$ cat config.mk
export PLATFORM = sky130hd
export DESIGN_NAME = sub_serial
export DESIGN_NICKNAME = d
export VERILOG_FILES = /design/src/rtl/sub_pkg.sv /design/src/rtl/sub_bit.sv /design/src/rtl/sub_serial.sv
export SDC_FILE = /design/constraint.sdc
export NUM_CORES = 1
export LEC_CHECK = 0
export CAP_MARGIN = 25
export CORE_AREA = 2 2 56 45
export CTS_CLUSTER_DIAMETER = 200
export DETAILED_ROUTE_END_ITERATION = 16
export DIE_AREA = 0 0 58 47
export PLACE_DENSITY = 0.74
export SYNTH_ARGS = -nofsm -noshare
export SYNTH_HDL_FRONTEND = slang
export SYNTH_SLANG_ARGS = --single-unit
export TNS_END_PERCENT = 50
$ cat constraint.sdc
create_clock -name clk -period 1.5 [get_ports clk]
set_input_delay 0.15 -clock clk [delete_from_list [all_inputs] [get_ports clk]]
set_output_delay 0.15 -clock clk [all_outputs]
set_load 0.05 [all_outputs]
$ cat src/rtl/sub_pkg.sv
// Shared types and constants for the bit-serial subtractor.
package sub_pkg;

    // Default operand/result width.
    localparam int DEFAULT_WIDTH = 4;

    // Controller states. Encoding 2'd3 is unused and recovers to IDLE.
    typedef enum logic [1:0] {
        IDLE = 2'd0,
        RUN  = 2'd1,
        DONE = 2'd2
    } state_t;

endpackage : sub_pkg

$ cat src/rtl/sub_bit.sv
// Combinational full-subtractor cell: a - b - bin -> difference d, borrow bout.
module sub_bit (
    input  logic a,
    input  logic b,
    input  logic bin,
    output logic d,
    output logic bout
);

    // Borrow out when b exceeds a, or when a == b and a borrow is pending.
    always_comb begin
        d    = a ^ b ^ bin;
        bout = (~a & b) | (~(a ^ b) & bin);
    end

endmodule : sub_bit

$ cat src/rtl/sub_serial.sv
// Bit-serial subtractor: out = (num1 - num2) mod 2^WIDTH, bout = num1 < num2.
// One bit per clock, LSB first, with a start/busy/done handshake.
//
// Handshake: start is sampled on every rising edge but only acted on in IDLE
// or DONE; there it captures num1/num2 and the FSM enters RUN. busy is high
// exactly while in RUN (start is ignored then). done is high for the single
// DONE cycle, during which out/bout carry the fresh result; out/bout then hold
// until the next done. A start seen in DONE begins the next operation with no
// idle gap.
module sub_serial
    import sub_pkg::*;
#(
    parameter int WIDTH = DEFAULT_WIDTH
) (
    input  logic             clk,
    input  logic             rst,
    input  logic             start,
    input  logic [WIDTH-1:0] num1,
    input  logic [WIDTH-1:0] num2,
    output logic             busy,
    output logic             done,
    output logic [WIDTH-1:0] out,
    output logic             bout
);

    // Bit-counter width, derived from WIDTH.
    localparam int CW = $clog2(WIDTH + 1);
    localparam logic [CW-1:0] LAST_CNT = CW'(WIDTH - 1);

    state_t           state_q, state_d;
    logic [WIDTH-1:0] a_q, a_d;
    logic [WIDTH-1:0] b_q, b_d;
    // The result register keeps the WIDTH-1 difference bits produced so far;
    // the last bit comes straight from the cell and is merged on the final
    // step, so the full result never needs an extra shift.
    logic [WIDTH-2:0] r_q, r_d;
    logic             br_q, br_d;
    logic [CW-1:0]    cnt_q, cnt_d;
    logic [WIDTH-1:0] out_q, out_d;
    logic             bout_q, bout_d;

    logic             bit_d;
    logic             bit_bout;
    logic [WIDTH-1:0] r_full;

    // One full-subtractor cell handles the current LSB pair and running borrow.
    sub_bit u_sub_bit (
        .a    (a_q[0]),
        .b    (b_q[0]),
        .bin  (br_q),
        .d    (bit_d),
        .bout (bit_bout)
    );

    // Result after shifting this step's difference bit into the MSB.
    assign r_full = {bit_d, r_q};

    // Next-state, datapath and result-register update.
    always_comb begin
        state_d = state_q;
        a_d     = a_q;
        b_d     = b_q;
        r_d     = r_q;
        br_d    = br_q;
        cnt_d   = cnt_q;
        out_d   = out_q;
        bout_d  = bout_q;
        case (state_q)
            IDLE, DONE: begin
                if (start) begin
                    a_d     = num1;
                    b_d     = num2;
                    r_d     = '0;
                    br_d    = 1'b0;
                    cnt_d   = '0;
                    state_d = RUN;
                end else begin
                    state_d = IDLE;
                end
            end
            RUN: begin
                a_d   = a_q >> 1;
                b_d   = b_q >> 1;
                r_d   = r_full[WIDTH-1:1];
                br_d  = bit_bout;
                cnt_d = cnt_q + CW'(1);
                if (cnt_q == LAST_CNT) begin
                    out_d   = r_full;
                    bout_d  = bit_bout;
                    state_d = DONE;
                end
            end
            default: begin
                state_d = IDLE;
            end
        endcase
    end

    // State and datapath registers; reset aborts any operation immediately.
    always_ff @(posedge clk or posedge rst) begin
        if (rst) begin
            state_q <= IDLE;
            a_q     <= '0;
            b_q     <= '0;
            r_q     <= '0;
            br_q    <= 1'b0;
            cnt_q   <= '0;
            out_q   <= '0;
            bout_q  <= 1'b0;
        end else begin
            state_q <= state_d;
            a_q     <= a_d;
            b_q     <= b_d;
            r_q     <= r_d;
            br_q    <= br_d;
            cnt_q   <= cnt_d;
            out_q   <= out_d;
            bout_q  <= bout_d;
        end
    end

    // Status and result outputs decode directly from registers.
    always_comb begin
        busy = (state_q == RUN);
        done = (state_q == DONE);
        out  = out_q;
        bout = bout_q;
    end

endmodule : sub_serial

# Yosys cells after proc, flatten, opt, wreduce, memory -nomap -nowiden
# Cells that the tools add are included.
[classes]
n_eq_ne = 5
n_div = 0
n_bitwise = 7
mul = 0
addsub = 1
shifts = 0
n_lt_le_gt_ge = 0
n_mux = 12
n_reduce_logical = 5
[op_table]
columns = ["cell", "count"]
rows = [
  ["$pmux W4 S2", 2],
  ["$pmux W3 S2", 2],
  ["$mux W4", 2],
  ["$pmux W2 S2", 1],
  ["$reduce_and A2 Y1", 2],
  ["$add A3 B1 Y3 const B", 1],
  ["$eq A3 B2 Y1 const B", 1],
  ["$mux W3", 1],
  ["$and A1 B1 Y1", 2],
  ["$eq A2 B1 Y1 const B", 1],
  ["$eq A2 B2 Y1 const B", 1],
  ["$logic_not A2 Y1", 1],
  ["$mux W1", 2],
  ["$mux W2", 1],
  ["$ne A2 B1 Y1 const B", 1],
  ["$ne A2 B2 Y1 const B", 1],
  ["$not A1 Y1", 2],
  ["$pmux W1 S2", 1],
  ["$reduce_bool A2 Y1", 1],
  ["$reduce_or A2 Y1", 1],
  ["$xor A1 B1 Y1", 2],
  ["$or A1 B1 Y1", 1],
]
[word_totals]
n_memories = 0
ramBits = 0
wordCells = 38
latchBits = 0
reg_bits = 22
romBits = 0
input_bits = 11
out_inout_bits = 7

# Depth between registers and ports, before layout
[depth]
depth_word = 5
ltp_mapped = 6
depth_no_buf = 5

# Modules after synthesis
# From an unflattened synthesis, not the netlist that was laid out.
[hier_totals]
cells_unflattened = 92
hier_area_um2 = 1082.3
[by_module_without_submodules]
columns = ["mod", "seq_area_each_um2", "area_per_inst_um2", "cells_per_inst", "instances"]
rows = [
  ["sub_serial", 550.5, 1051.0, 88, 1],
  ["sub_bit", 0.0, 31.3, 4, 1],
]

# Worst setup path before layout
# No wires, ideal clock.
[synth_path]
kind = "reg-to-output"
from = "register state_q[0]"
to = "output done"
n_path_buf = 1
path_slack_ns = 0.109
arrival_ns = 1.241
path_stages_with_launch = 3
required_time_ns = 1.350
cell_sequence = "dfrtp_1 > buf_6 > nor2b_1"
[synth_via]
elab_chain_len = 1
[synth_rtl]
columns = ["element", "line", "source"]
rows = [
  ["from (decl)", "sub_serial.sv:30", "state_t state_q, state_d;"],
  ["from (signal assigned)", "sub_serial.sv:111", "state_q <= state_d;"],
  ["$eq A2 B2 Y1", "sub_serial.sv:125", "done = (state_q == DONE);"],
  ["to (decl)", "sub_serial.sv:21", "output logic done,"],
]
# Every way passes these cells.

# Final worst setup path
[layout_path]
from = "register b_q[0]"
to = "register r_q[2]"
[layout_via]
elab_chain_len = 3
[layout_rtl]
columns = ["element", "line", "source"]
rows = [
  ["from (decl)", "sub_serial.sv:32", "logic [WIDTH-1:0] b_q, b_d;"],
  ["from (signal assigned)", "sub_serial.sv:104", "b_q <= '0;"],
  ["from (signal assigned)", "sub_serial.sv:113", "b_q <= b_d;"],
  ["$xor A1 B1 Y1 (2 in series)", "sub_bit.sv:12", "d = a ^ b ^ bin;"],
  ["named net bit_d", "sub_serial.sv:42", "logic bit_d;"],
  ["$pmux W3 S2", "sub_serial.sv:68", "case (state_q)"],
  ["to (signal assigned)", "sub_serial.sv:114", "r_q <= r_d;"],
  ["to (decl)", "sub_serial.sv:36", "logic [WIDTH-2:0] r_q, r_d;"],
]
# The timed path passes the listed nets, and every way through them passes these cells.
# A chain may end at the register's enable or synchronous reset.

==> qor_table.md <==
| Metric | Reported | Unit |
|:---|:---|:---|
| Number of antenna cells inserted | 0 | - |
| Largest cells by area after synthesis | sky130_fd_sc_hd__dfrtp_1 52%, sky130_fd_sc_hd__a22o_1 5.8%, sky130_fd_sc_hd__mux2_4 5.7%, sky130_fd_sc_hd__buf_6 3.2%, sky130_fd_sc_hd__o22ai_1 3.0% | - |
| Half-perimeter wire length of the detailed placement result | 1220 | um |
| Non-filler cells in the finished layout | 127 | - |
| Count of pins on the block boundary | 18 | - |
| Number of search-and-repair iterations in the first detailed-routing pass | 4 | - |
| NumNets Final | 118 | - |
| Total grt overflow | 0 | - |
| Final Critical Period | 1.44 | ns |
| Clock tree buffer depth | 2 | - |
| Standard-cell rows | 15 | - |
| Highest attainable clock frequency | 696 | MHz |
| Launch instance of the worst register-to-register path | b_q[0]$_DFFE_PP0P_ | - |
| Endpoints failing hold | 0 | - |
| Detailed-route via count | 683 | - |
| Final Wtd Congestion | 0.723 | - |
| Most common cell after layout, fill and taps aside | sky130_fd_sc_hd__dfrtp_1 | - |
| Count of antenna-violating nets left after detailed routing | 0 | - |
| Area growth from synthesis to layout | 21.5 | % |
| Crit path required time | 1.69 | ns |
| TritonCTS Buffers | 3 | - |
| Number of DRC violations after detailed-routing iteration 0 | 11 | - |
| Worst vdd ir | 1610 | uV |
| Library cell occupying the most area in the post-synthesis netlist | sky130_fd_sc_hd__dfrtp_1 | - |
| Aggregate routed wire length | 1710 | um |
| Depth of the most critical reg-to-reg path | 4 | - |
| Core Footprint | 0.00218 | sq mm |
| Sequential element share of the synthesized area | 0.524 | - |
| Mean routed wirelength per cell | 13.4 | um |
| Power per standard cell area | 2270 | mW/mm^2 |
| First-pass GRT wire length | 2920 | um |
| Setup slack of the most critical reg-to-reg path | 0.06 | ns |
| Sequential cell area in the final layout | 553 | sq um |
| Class of the most critical hold timing path | in -> async | - |
| Final period util | 0.958 | - |
| CP Class | reg -> reg | - |
| Vertical die dimension | 47 | um |
| Clk_skew | 0.00533 | ns |
| Count of final setup violators | 0 | - |
| Overall die width | 58 | um |
| Sink count of the clock tree | 22 | - |
| Final Power | 2.89 | mW |
| Setup TNS | 0 | ns |
| #FFs+latches synth | 22 | - |
| Worst setup EP type | flop | - |
| Arrival @ worst endpoint | 1.63 | ns |
| Setup repair after global routing missed its margin | no | - |
| Initial antenna violation count | 0 | - |
| Pin slew with the least headroom to its limit | 0.276 | ns |
| Cell leakage power | 0.601 | nW |
| Initial Utilization | 0.482 | - |
| CTS clk-pin slew, worst paths | 0.11 | ns |
| Clk_lat worst skew | 0.30 | ns |
| Vias/cell | 5.38 | - |
| Number of global-route vias before repair | 624 | - |
| Clock tree from TritonCTS | yes | - |
| Max-capacitance violation count | 0 | - |
| Cts hold-fix bufs | 0 | - |
| Instance count of the mapped netlist | 80 | - |
| Fin. max-slew vios | 0 | - |
| Remaining max-slew budget at the tightest pin | 0.816 | - |
| Area share of the largest cell type after synthesis | 0.524 | - |
| CTS H-tree lvls | 1 | - |
| Yosys cell types | 25 | - |
| GRT Overall Usage | 0.147 | - |
| DRC violations left | 0 | - |
| Pin count of the biggest net entering global routing | 23 | - |
| Worst reg2reg endpoint | r_q[2]$_DFFE_PP0P_ | - |
| Area of combinational cells with multiple inputs | 410 | sq um |
| Commonest cells after routing, fill and taps aside | 20 x sky130_fd_sc_hd__dfrtp_1, 11 x sky130_fd_sc_hd__buf_4, 10 x sky130_fd_sc_hd__clkdlybuf4s50_1 | - |
| Count of fill cells added during filler insertion | 196 | - |
| Area of the die | 0.00273 | sq mm |
| Root buf cell | sky130_fd_sc_hd__clkbuf_4 | - |
| Status | finished, final reports clean | - |
| Total nets after synthesis | 94 | - |
| Post-Place Cells | 121 | - |
| Setup crit start kind | flop | - |
| Fraction of final layout cells sized beyond drive strength 1 | 0.284 | - |
| Mapped Avg Cell Area | 13.1 | sq um |
| Yosys warnings | 0 | - |
| IO buf count | 17 | - |
| Netlist Area Pre-Place | 0.00105 | sq mm |
| Biggest fanout along the worst timing path | 2 | - |
## power by group
part | switching, mW | internal (mW) | total (mW)
clock network | 0.159 | 0.0935 | 0.253
logic | 0.821 | 0.733 | 1.55
registers | 0.218 | 0.870 | 1.09
## layout make-up
| cell class | count | area share |
|---|---|---|
| inverter | 6 | 0.0275 |
| clock buffer | 3 | 0.0177 |
| timing repair buffer | 23 | 0.175 |
| multi-input combinational | 48 | 0.322 |
| tap | 25 | 0.0245 |
| sequential | 22 | 0.434 |
## through the flow
step	utilization	cell area [sq um]	worst slack, ns	hold WS (ns)
4_1_cts	0.575	1250	0.000468	0.181
6_report	0.586	1270	0.0628	0.173
3_3_place_gp	0.564	1230	0.105	0.467
2_1_floorplan	-	1050	0.109	0.139
5_1_grt	0.586	1270	0.0203	0.191
3_5_place_dp	0.564	1230	0.0839	0.482
## worst max-delay path, cell delays in order, from the launching register on
cell                      delay, ns
sky130_fd_sc_hd__dfrtp_1       0.34
sky130_fd_sc_hd__inv_1         0.06
sky130_fd_sc_hd__fa_1          0.48
sky130_fd_sc_hd__mux2_2        0.27
sky130_fd_sc_hd__a22o_1        0.18
## state kept, by name, summed over array words and instances (netlist names)
signal	flops
a_q	4
out	4
state_q	2
cnt_q	3
bout	1
b_q	4
r_q	3
br_q	1
## synthesized netlist by cell type
master	n
sky130_fd_sc_hd__a211oi_1	1
sky130_fd_sc_hd__a21oi_1	2
sky130_fd_sc_hd__a22o_1	7
sky130_fd_sc_hd__buf_12	1
sky130_fd_sc_hd__buf_6	3
sky130_fd_sc_hd__dfrtp_1	22
sky130_fd_sc_hd__fa_1	1
sky130_fd_sc_hd__ha_1	2
sky130_fd_sc_hd__inv_1	5
sky130_fd_sc_hd__inv_12	1
sky130_fd_sc_hd__mux2_2	2
sky130_fd_sc_hd__mux2_4	4
sky130_fd_sc_hd__mux2i_1	2
sky130_fd_sc_hd__nand2_1	1
sky130_fd_sc_hd__nand2b_2	1
sky130_fd_sc_hd__nand2b_4	1
sky130_fd_sc_hd__nand3_1	1
sky130_fd_sc_hd__nand3b_4	1
sky130_fd_sc_hd__nor2_1	5
sky130_fd_sc_hd__nor2_8	1
sky130_fd_sc_hd__nor2b_1	3
sky130_fd_sc_hd__nor3_1	4
sky130_fd_sc_hd__o21ai_0	3
sky130_fd_sc_hd__o22ai_1	5
sky130_fd_sc_hd__o2bb2ai_1	1
## routing by layer
layer | up-vias | track usage | wire length [um]
li1 | 334 | - | -
met1 | 330 | 0.207 | 867
met2 | 19 | 0.227 | 733
met3 | 0 | 0.0496 | 106
met4 | 0 | 0.0279 | 0
met5 | - | 0 | 0
## cell families after synthesis
group | Yosys count | synth area share
AOI/OAI and AO/OA | 19 | 0.128
DFF | 22 | 0.524
buffers and inverters | 10 | 0.0846
muxes | 8 | 0.0977
adders and majority gates | 3 | 0.0429
and+or+nand+nor | 18 | 0.123
## repair_timing
action,CTS,global route
endpoints found under the setup margin,1,2
resized for setup,1,1
buffers inserted,0,3
## worst max path at each step
| stage | from | end | slack [ns] | cells after the start |
|---|---|---|---|---|
| 6_report | b_q[0]$_DFFE_PP0P_ | r_q[2]$_DFFE_PP0P_ | 0.06 | 4 |
| 5_1_grt | br_q$_DFFE_PP0P_ | r_q[2]$_DFFE_PP0P_ | 0.02 | 4 |
| 4_1_cts | state_q[1]$_DFFE_PP0P_ | busy | 0.0005 | 3 |
| 3_5_place_dp | a_q[0]$_DFFE_PP0P_ | r_q[2]$_DFFE_PP0P_ | 0.08 | 3 |
| 3_3_place_gp | a_q[0]$_DFFE_PP0P_ | r_q[2]$_DFFE_PP0P_ | 0.10 | 3 |
| 2_1_floorplan | state_q[0]$_DFFE_PP0P_ | done | 0.11 | 2 |
Note: power is estimated with default switching activity, not from simulation.
